$ cat src/rtl/tlb_op_sequencer.sv
// TLB maintenance sequencer: runs TLBR/TLBP/TLBWI/TLBWR against the shared TLB
// array, raises the CP0 update strobes and blocks translation while it owns the TLB.

package tlb_op_pkg;
    typedef struct packed {
        logic [18:0] vpn2;
        logic [7:0]  asid;
        logic        g;
        logic [19:0] pfn0;
        logic [2:0]  c0;
        logic        d0;
        logic        v0;
        logic [19:0] pfn1;
        logic [2:0]  c1;
        logic        d1;
        logic        v1;
    } tlb_entry_t;

    typedef enum logic [1:0] {
        OP_TLBR  = 2'd0,
        OP_TLBP  = 2'd1,
        OP_TLBWI = 2'd2,
        OP_TLBWR = 2'd3
    } tlb_op_e;
endpackage

module tlb_op_sequencer
    import tlb_op_pkg::*;
#(
    parameter  int N_TLB_ENTRIES = 32,
    localparam int TLB_WIDTH     = $clog2(N_TLB_ENTRIES)
) (
    input  logic                 clk,
    input  logic                 rst,
    input  logic                 op_valid,
    input  logic [1:0]           op_type,
    output logic                 op_ready,
    output logic                 op_done,
    input  logic                 flush,
    input  logic [TLB_WIDTH-1:0] cp0_index,
    input  logic [TLB_WIDTH-1:0] cp0_random,
    input  tlb_entry_t           cp0_wrdata,
    output logic [TLB_WIDTH-1:0] tlb_raddr,
    input  tlb_entry_t           tlb_rdata,
    output logic [18:0]          tlb_probe_vpn2,
    output logic [7:0]           tlb_probe_asid,
    input  logic                 tlb_probe_hit,
    input  logic [TLB_WIDTH-1:0] tlb_probe_idx,
    output logic                 tlb_we,
    output logic [TLB_WIDTH-1:0] tlb_waddr,
    output tlb_entry_t           tlb_wdata,
    output logic                 lookup_block,
    output logic                 tlbr_req,
    output tlb_entry_t           tlbr_res,
    output logic                 tlbp_req,
    output logic [31:0]          tlbp_res,
    output logic                 tlbwr_req,
    output logic                 itlb_flush
);

    typedef enum logic [2:0] {
        IDLE    = 3'd0,
        RD_WAIT = 3'd1,
        PR_WAIT = 3'd2,
        WR      = 3'd3,
        DONE    = 3'd4
    } state_e;

    state_e               state_q, state_d;
    tlb_op_e              op_q;
    logic [TLB_WIDTH-1:0] idx_q;
    tlb_entry_t           entry_q;
    tlb_entry_t           rres_q;
    logic [31:0]          pres_q;
    logic                 accept;
    logic                 idle_live;

    assign accept    = (state_q == IDLE) && op_valid && !flush;
    assign idle_live = (state_q == IDLE) && !rst;

    always_comb begin
        state_d = state_q;
        case (state_q)
            IDLE: begin
                if (accept) begin
                    case (tlb_op_e'(op_type))
                        OP_TLBR: state_d = RD_WAIT;
                        OP_TLBP: state_d = PR_WAIT;
                        default: state_d = WR;
                    endcase
                end
            end
            RD_WAIT, PR_WAIT: state_d = flush ? IDLE : DONE;
            WR:               state_d = DONE;
            DONE:             state_d = IDLE;
            default:          state_d = IDLE;
        endcase
    end

    always_ff @(posedge clk) begin
        if (rst) begin
            state_q <= IDLE;
            op_q    <= OP_TLBR;
            idx_q   <= '0;
            entry_q <= '0;
            rres_q  <= '0;
            pres_q  <= '0;
        end else begin
            state_q <= state_d;
            if (accept) begin
                op_q    <= tlb_op_e'(op_type);
                // Random is captured here so its own advance can't retarget the write
                idx_q   <= (tlb_op_e'(op_type) == OP_TLBWR) ? cp0_random : cp0_index;
                entry_q <= cp0_wrdata;
            end
            if (state_q == RD_WAIT && !flush)
                rres_q <= tlb_rdata;
            if (state_q == PR_WAIT && !flush)
                pres_q <= {~tlb_probe_hit, {(31-TLB_WIDTH){1'b0}},
                           tlb_probe_hit ? tlb_probe_idx : {TLB_WIDTH{1'b0}}};
        end
    end

    // Read address and probe key are presented from the accept cycle so the
    // registered TLB answers in time to be captured at the end of the wait state.
    always_comb begin
        tlb_raddr      = idle_live ? cp0_index : idx_q;
        tlb_probe_vpn2 = idle_live ? cp0_wrdata.vpn2 : entry_q.vpn2;
        tlb_probe_asid = idle_live ? cp0_wrdata.asid : entry_q.asid;
    end

    always_comb begin
        op_ready     = (state_q == IDLE);
        op_done      = (state_q == DONE);
        lookup_block = (state_q == RD_WAIT) || (state_q == PR_WAIT) || (state_q == WR);
        tlb_we       = (state_q == WR);
        tlb_waddr    = idx_q;
        tlb_wdata    = entry_q;
        tlbwr_req    = (state_q == WR) && (op_q == OP_TLBWR);
        tlbr_req     = (state_q == DONE) && (op_q == OP_TLBR);
        tlbp_req     = (state_q == DONE) && (op_q == OP_TLBP);
        itlb_flush   = (state_q == DONE) && ((op_q == OP_TLBWI) || (op_q == OP_TLBWR));
        tlbr_res     = rres_q;
        tlbp_res     = pres_q;
    end

endmodule

$ cat config.mk
export PLATFORM = sky130hd
export DESIGN_NAME = tlb_op_sequencer
export DESIGN_NICKNAME = d
export VERILOG_FILES = /design/src/rtl/tlb_op_sequencer.sv
export SDC_FILE = /design/constraint.sdc
export NUM_CORES = 1
export LEC_CHECK = 0
export BUFFER_PORTS_ARGS = -buffer_cell sky130_fd_sc_hd__buf_2
export CORE_AREA = 2 2 162 164
export CTS_CLUSTER_SIZE = 14
export DETAILED_ROUTE_END_ITERATION = 12
export DIE_AREA = 0 0 164 166
export PLACE_DENSITY = 0.63
export SYNTH_ARGS = -nofsm -noshare
export SYNTH_HDL_FRONTEND = slang
export SYNTH_SLANG_ARGS = --single-unit
export TNS_END_PERCENT = 50
$ cat constraint.sdc
create_clock -name clk -period 1.85 [get_ports clk]
set_input_delay 0.185 -clock clk [delete_from_list [all_inputs] [get_ports clk]]
set_output_delay 0.185 -clock clk [all_outputs]
set_load 0.02 [all_outputs]
== Word-level counts from Yosys, hierarchy flattened ==
Cells that the tools add are included.

* Register bits after elaboration: 172
* Latch bits: 0
* Bits in writable memories: 0
* Memory bits (read-only): 0
* Output and inout bits: 233
* Logic and storage cells: 64
* Memories: 0

* Add/subtract/negate cells: 0
* $mul: 0
* Divide/modulo/power cells: 0
* $lt $le $gt $ge: 0
* Eq/ne operators: 10
* Shift-type cells: 0
* Mux-type cells: 9
* Bitwise logic cells: 1
* Reduce and logical (&&, ||, !) cells: 18

{| class="wikitable"
|+ Operators with widths
! kind !! number
|-
| $mux W19 || 1
|-
| $mux W5 || 3
|-
| $logic_and A1 B1 Y1 || 9
|-
| $pmux W3 S3 || 1
|-
| $mux W8 || 1
|-
| $eq A2 B2 Y1 const B || 3
|-
| $eq A3 B2 Y1 const B || 2
|-
| $mux W3 || 2
|-
| $eq A2 B1 Y1 const B || 2
|-
| $logic_not A2 Y1 || 2
|-
| $pmux W2 S2 || 1
|-
| $eq A3 B1 Y1 const B || 1
|-
| $eq A3 B3 Y1 const B || 1
|-
| $logic_not A3 Y1 || 1
|-
| $logic_or A1 B1 Y1 || 3
|-
| $logic_not A1 Y1 || 2
|-
| $ne A2 B1 Y1 const B || 1
|-
| $reduce_or A2 Y1 || 1
|-
| $not A1 Y1 || 1
|}

== Longest topological paths before layout ==
* Depth in word-level cells: 5
* Depth in mapped cells: 7
* Mapped depth without buffers: 3

== Least setup slack after synthesis ==
No wires, ideal clock.

* Path kind: reg-to-output
* Start: reg state_q[2]
* End: out tlb_probe_vpn2[0]
* Data arrival time: 1.507 ns
* Slack: 0.158 ns
* Stages on the path, launching flop included: 5
* Path buffers: 2
* Path through: dfxtp_1 > buf_6 > nor4_4 > buf_2 > mux2_1

* Longest elaborated chain between the ends: 3

{| class="wikitable"
|+ Ends and longest elaborated chain
! element !! line !! text
|-
| start: declaration || 69 || <nowiki>state_e state_q, state_d;</nowiki>
|-
| start signal: assignment || 109 || <nowiki>state_q <= state_d;</nowiki>
|-
| $logic_not A3 Y1 || 79 || <nowiki>assign idle_live = (state_q == IDLE) && !rst;</nowiki>
|-
| $logic_and A1 B1 Y1 || 79 ||
|-
| $mux W19 || 128 || <nowiki>tlb_probe_vpn2 = idle_live ? cp0_wrdata.vpn2 : entry_q.vpn2;</nowiki>
|-
| end: declaration || 45 || <nowiki>output logic [18:0] tlb_probe_vpn2,</nowiki>
|}

Every way passes these cells.

== Worst setup path in the final report ==
* Start: reg state_q[0]
* End: out tlb_probe_asid[6]

* Longest elaborated chain between the ends: 3

{| class="wikitable"
|+ Ends and longest elaborated chain
! element !! line !! text
|-
| $logic_not A3 Y1 || 79 ||
|-
| $logic_and A1 B1 Y1 || 79 ||
|-
| $mux W8 || 129 || <nowiki>tlb_probe_asid = idle_live ? cp0_wrdata.asid : entry_q.asid;</nowiki>
|-
| end: declaration || 46 || <nowiki>output logic [7:0] tlb_probe_asid,</nowiki>
|}

Every way passes these cells.

==> impl_metrics.tcl <==
set metrics [dict create \
    cts_buffers 17 \
    die_y_um 166 \
    core_um2 25600 \
    hp-class "in -> reg" \
    finalHoldViolations 0 \
    post-route-util 0.418 \
    leakage_nw 4.75 \
    crit_arrival_ns 1.84 \
    detailed_place.area_um2 9480 \
    min-delay-start "cp0_wrdata[44]" \
    reg2reg_to "tlbr_res[38]$_SDFFE_PP0P_" \
    firstDrtPassIters 4 \
    tightest_slew_ns 0.931 \
    synthDistinctLibCells 31 \
    r2r_slack_ns 0.10 \
    maxCapViolations 0 \
    max_freq_mhz 494 \
    grt_pass1_wl_mm 35.8 \
    viasPerCell 4.66 \
    required_ns 1.66 \
    skew_ns 0.0155 \
    critPathSlowestCell "mux2_2" \
    slew_viol_final 0 \
    clk_latency_ns 0.42 \
    critPathMaxStageDelay_ns 0.35 \
    wl_per_cell_um 14.9 \
    hold_path_end "tlb_wdata[44]$_SDFFE_PP0P_" \
    synth_warnings 0 \
    layout-drive-gt1-share 0.383 \
    cts_max_level 4 \
    die_w_um 164 \
    synth-edff-count 0 \
    synth_flop_cell "dfxtp_1" \
    grt_overflow 0 \
    root_buffer "clkbuf_16" \
    grt_antenna_before_repair 2 \
    fin_ws_ns -0.176 \
    status "finished, violations left" \
    period_needed_ns 2.03 \
    synth-seq-area-share 0.471 \
    drt-total-wl_mm 23.7 \
    drc 0 \
    p_per_area_nw_per_um2 828 \
    cp_max_fo 11 \
    report.final.setup_viol 33 \
    stdcell_area_um2 10700 \
    synth_cells 842 \
    synth_area_leaders "dfxtp_1 47%, nand4b_1 9.6%, nand2_1 8.5%, nand2b_1 6.9%, a21oi_1 6.1%" \
    synth_top_area_frac 0.471 \
    synthToLayoutAreaGrowth_pct 46.8 \
    max-slew-margin-rel 0.379 \
    synth_top_cell_by_area "dfxtp_1" \
    clk_path_buf_depth 2 \
    clock_sinks 172 \
    dr_total_vias 7412 \
    reg2reg_from "state_q[2]$_SDFFE_PP0P_" \
    r2r_cells 4 \
    grt_max_degree 251 \
    finalCritPeriodShare 1.10 \
    routabilityCongestion 0.775 \
    port_buffers 384 \
    grt_pass1_vias 6626 \
    hpwl_mm 15.6 \
    initial_utilization 0.285 \
    worst-setup-path-type "reg -> out" \
    start_kind "register" \
    ys_ff_latch 172 \
    ir_drop_mv 0.509 \
    clkSlewWorstSetupHoldPaths_ns 0.08 \
    hold_path_depth 3 \
    violations "setup timing" \
    syn_avg_cell_area_um2 8.67 \
    drtIter0Drc 518 \
    n_antenna_cell 0 \
    end_kind "primary output" \
    setup_tns_ns -4.92 \
    die_area_um2 27200 \
    nNetsFinal 1423 \
    io_pins 411 \
    async_reset_ff_frac 0 \
    synth_area_um2 7300 \
    rsz0062_at_grt "true" \
    detail-route-antenna-nets 0 \
    path_cells "nor4_4, buf_6, buf_12, mux2_2, buf_2" \
    cts_tree "built" \
    core.rowCount 59 \
    track_usage 0.164 \
]
[repair_timing]
action,in CTS,in global routing
gates resized for setup,12,7
gates cloned,1,0
endpoints found under the hold margin,59,0
hold buffers,59,0
setup buffers,1,0
setup endpoints to repair,37,36
pin swaps,2,0
[cell usage after synthesis, drive strengths merged (2+ instances only)]
| cell | instances |
|---|---|
| nor4b | 2 |
| nor2 | 6 |
| o21ai | 80 |
| buf | 48 |
| mux2i | 5 |
| dfxtp | 172 |
| nor3 | 3 |
| nand2 | 165 |
| clkbuf | 57 |
| and3 | 2 |
| inv | 2 |
| nand4b | 80 |
| a211oi | 6 |
| or4b | 2 |
| a21oi | 89 |
| nand3 | 5 |
| nand2b | 80 |
| mux2 | 32 |
[layout by cell type, fill, tap and decap left out, types with 6 or more instances in the layout]
cell type      instances
dfxtp_1              170
nand2_1              164
inv_6                  6
conb_1                26
a211oi_1               6
a21oi_1               89
buf_4                 11
buf_12                 9
dlygate4sd3_1         59
nand4b_1              80
buf_2                379
o21ai_0               80
mux2_2                31
clkbuf_16             17
nand2b_1              80
[power by group]
| part | switching (W) | total, W | internal [W] |
|---|---|---|---|
| logic | 0.000817 | 0.00144 | 0.000624 |
| clock network | 0.00164 | 0.00352 | 0.00189 |
| registers | 0.0000790 | 0.00391 | 0.00383 |
[worst max-delay path, delay by kind of cell (launching register included)]
family | cells | cell delay, ns
mux | 1 | 0.35
flops | 1 | 0.34
simple gates | 1 | 0.25
buf+inv | 3 | 0.49
[sequential cells by signal, summed over array words and instances, names as in the netlist]
name / flops
op_q: 2
tlb_waddr: 5
tlbr_res: 78
state_q: 3
tlb_wdata: 78
tlbp_res: 6
[cell type report]
cell class                      count  area (um2)
Sequential cell                   172        3450
Tap cell                          335         419
Timing Repair Buffer              464        2840
Clock buffer                       18         429
Clock inverter                     13         130
Inverter                            2        7.51
Fill cell                        2573       14900
Multi-Input combinational cell    588        3440
[per-stage QoR]
step                      cells  power, W  hold slack [ns]  worst slack [ns]
after global routing       1592   0.00926          0.00309            -0.237
after global placement     1500   0.00529            0.425             0.147
final                      1592   0.00888           0.0232            -0.176
after floorplan             867   0.00479            0.278             0.158
after detailed placement   1500   0.00530            0.431             0.133
after CTS                  1592   0.00899        0.0000924            -0.210
[how the worst max path moves through the flow]
| stage | startpoint | endpoint | slack (ns) | cells past startpoint |
|---|---|---|---|---|
| detailed placement | state_q[2]$_SDFFE_PP0P_ | tlb_probe_asid[5] | 0.13 | 4 |
| global placement | state_q[2]$_SDFFE_PP0P_ | tlb_probe_vpn2[4] | 0.15 | 4 |
| floorplan | state_q[2]$_SDFFE_PP0P_ | tlb_probe_vpn2[0] | 0.16 | 4 |
| CTS | state_q[0]$_SDFFE_PP0P_ | tlb_probe_asid[6] | -0.21 | 5 |
| finish | state_q[0]$_SDFFE_PP0P_ | tlb_probe_asid[6] | -0.18 | 5 |
| global route | state_q[0]$_SDFFE_PP0P_ | tlb_probe_asid[5] | -0.24 | 5 |
[kinds of logic after synthesis]
family / after synthesis / share of synthesized area
AND/OR/NAND/NOR: 349 / 0.274
AO/OA/AOI/OAI: 176 / 0.123
flip-flops: 172 / 0.471
buffers and inverters: 107 / 0.0749
multiplexers: 37 / 0.0562
other: 1 / 0.000513
[per-layer routing]
metal	track usage	share of wire	routed length (um)	vias up
li1	-	-	-	3632
met1	0.198	0.43	10200	3400
met2	0.281	0.47	11200	349
met3	0.0485	0.081	1910	29
met4	0.0500	0.017	405	2
met5	0	0.00046	11	-
No activity file was read; power rests on OpenSTA's default activity.
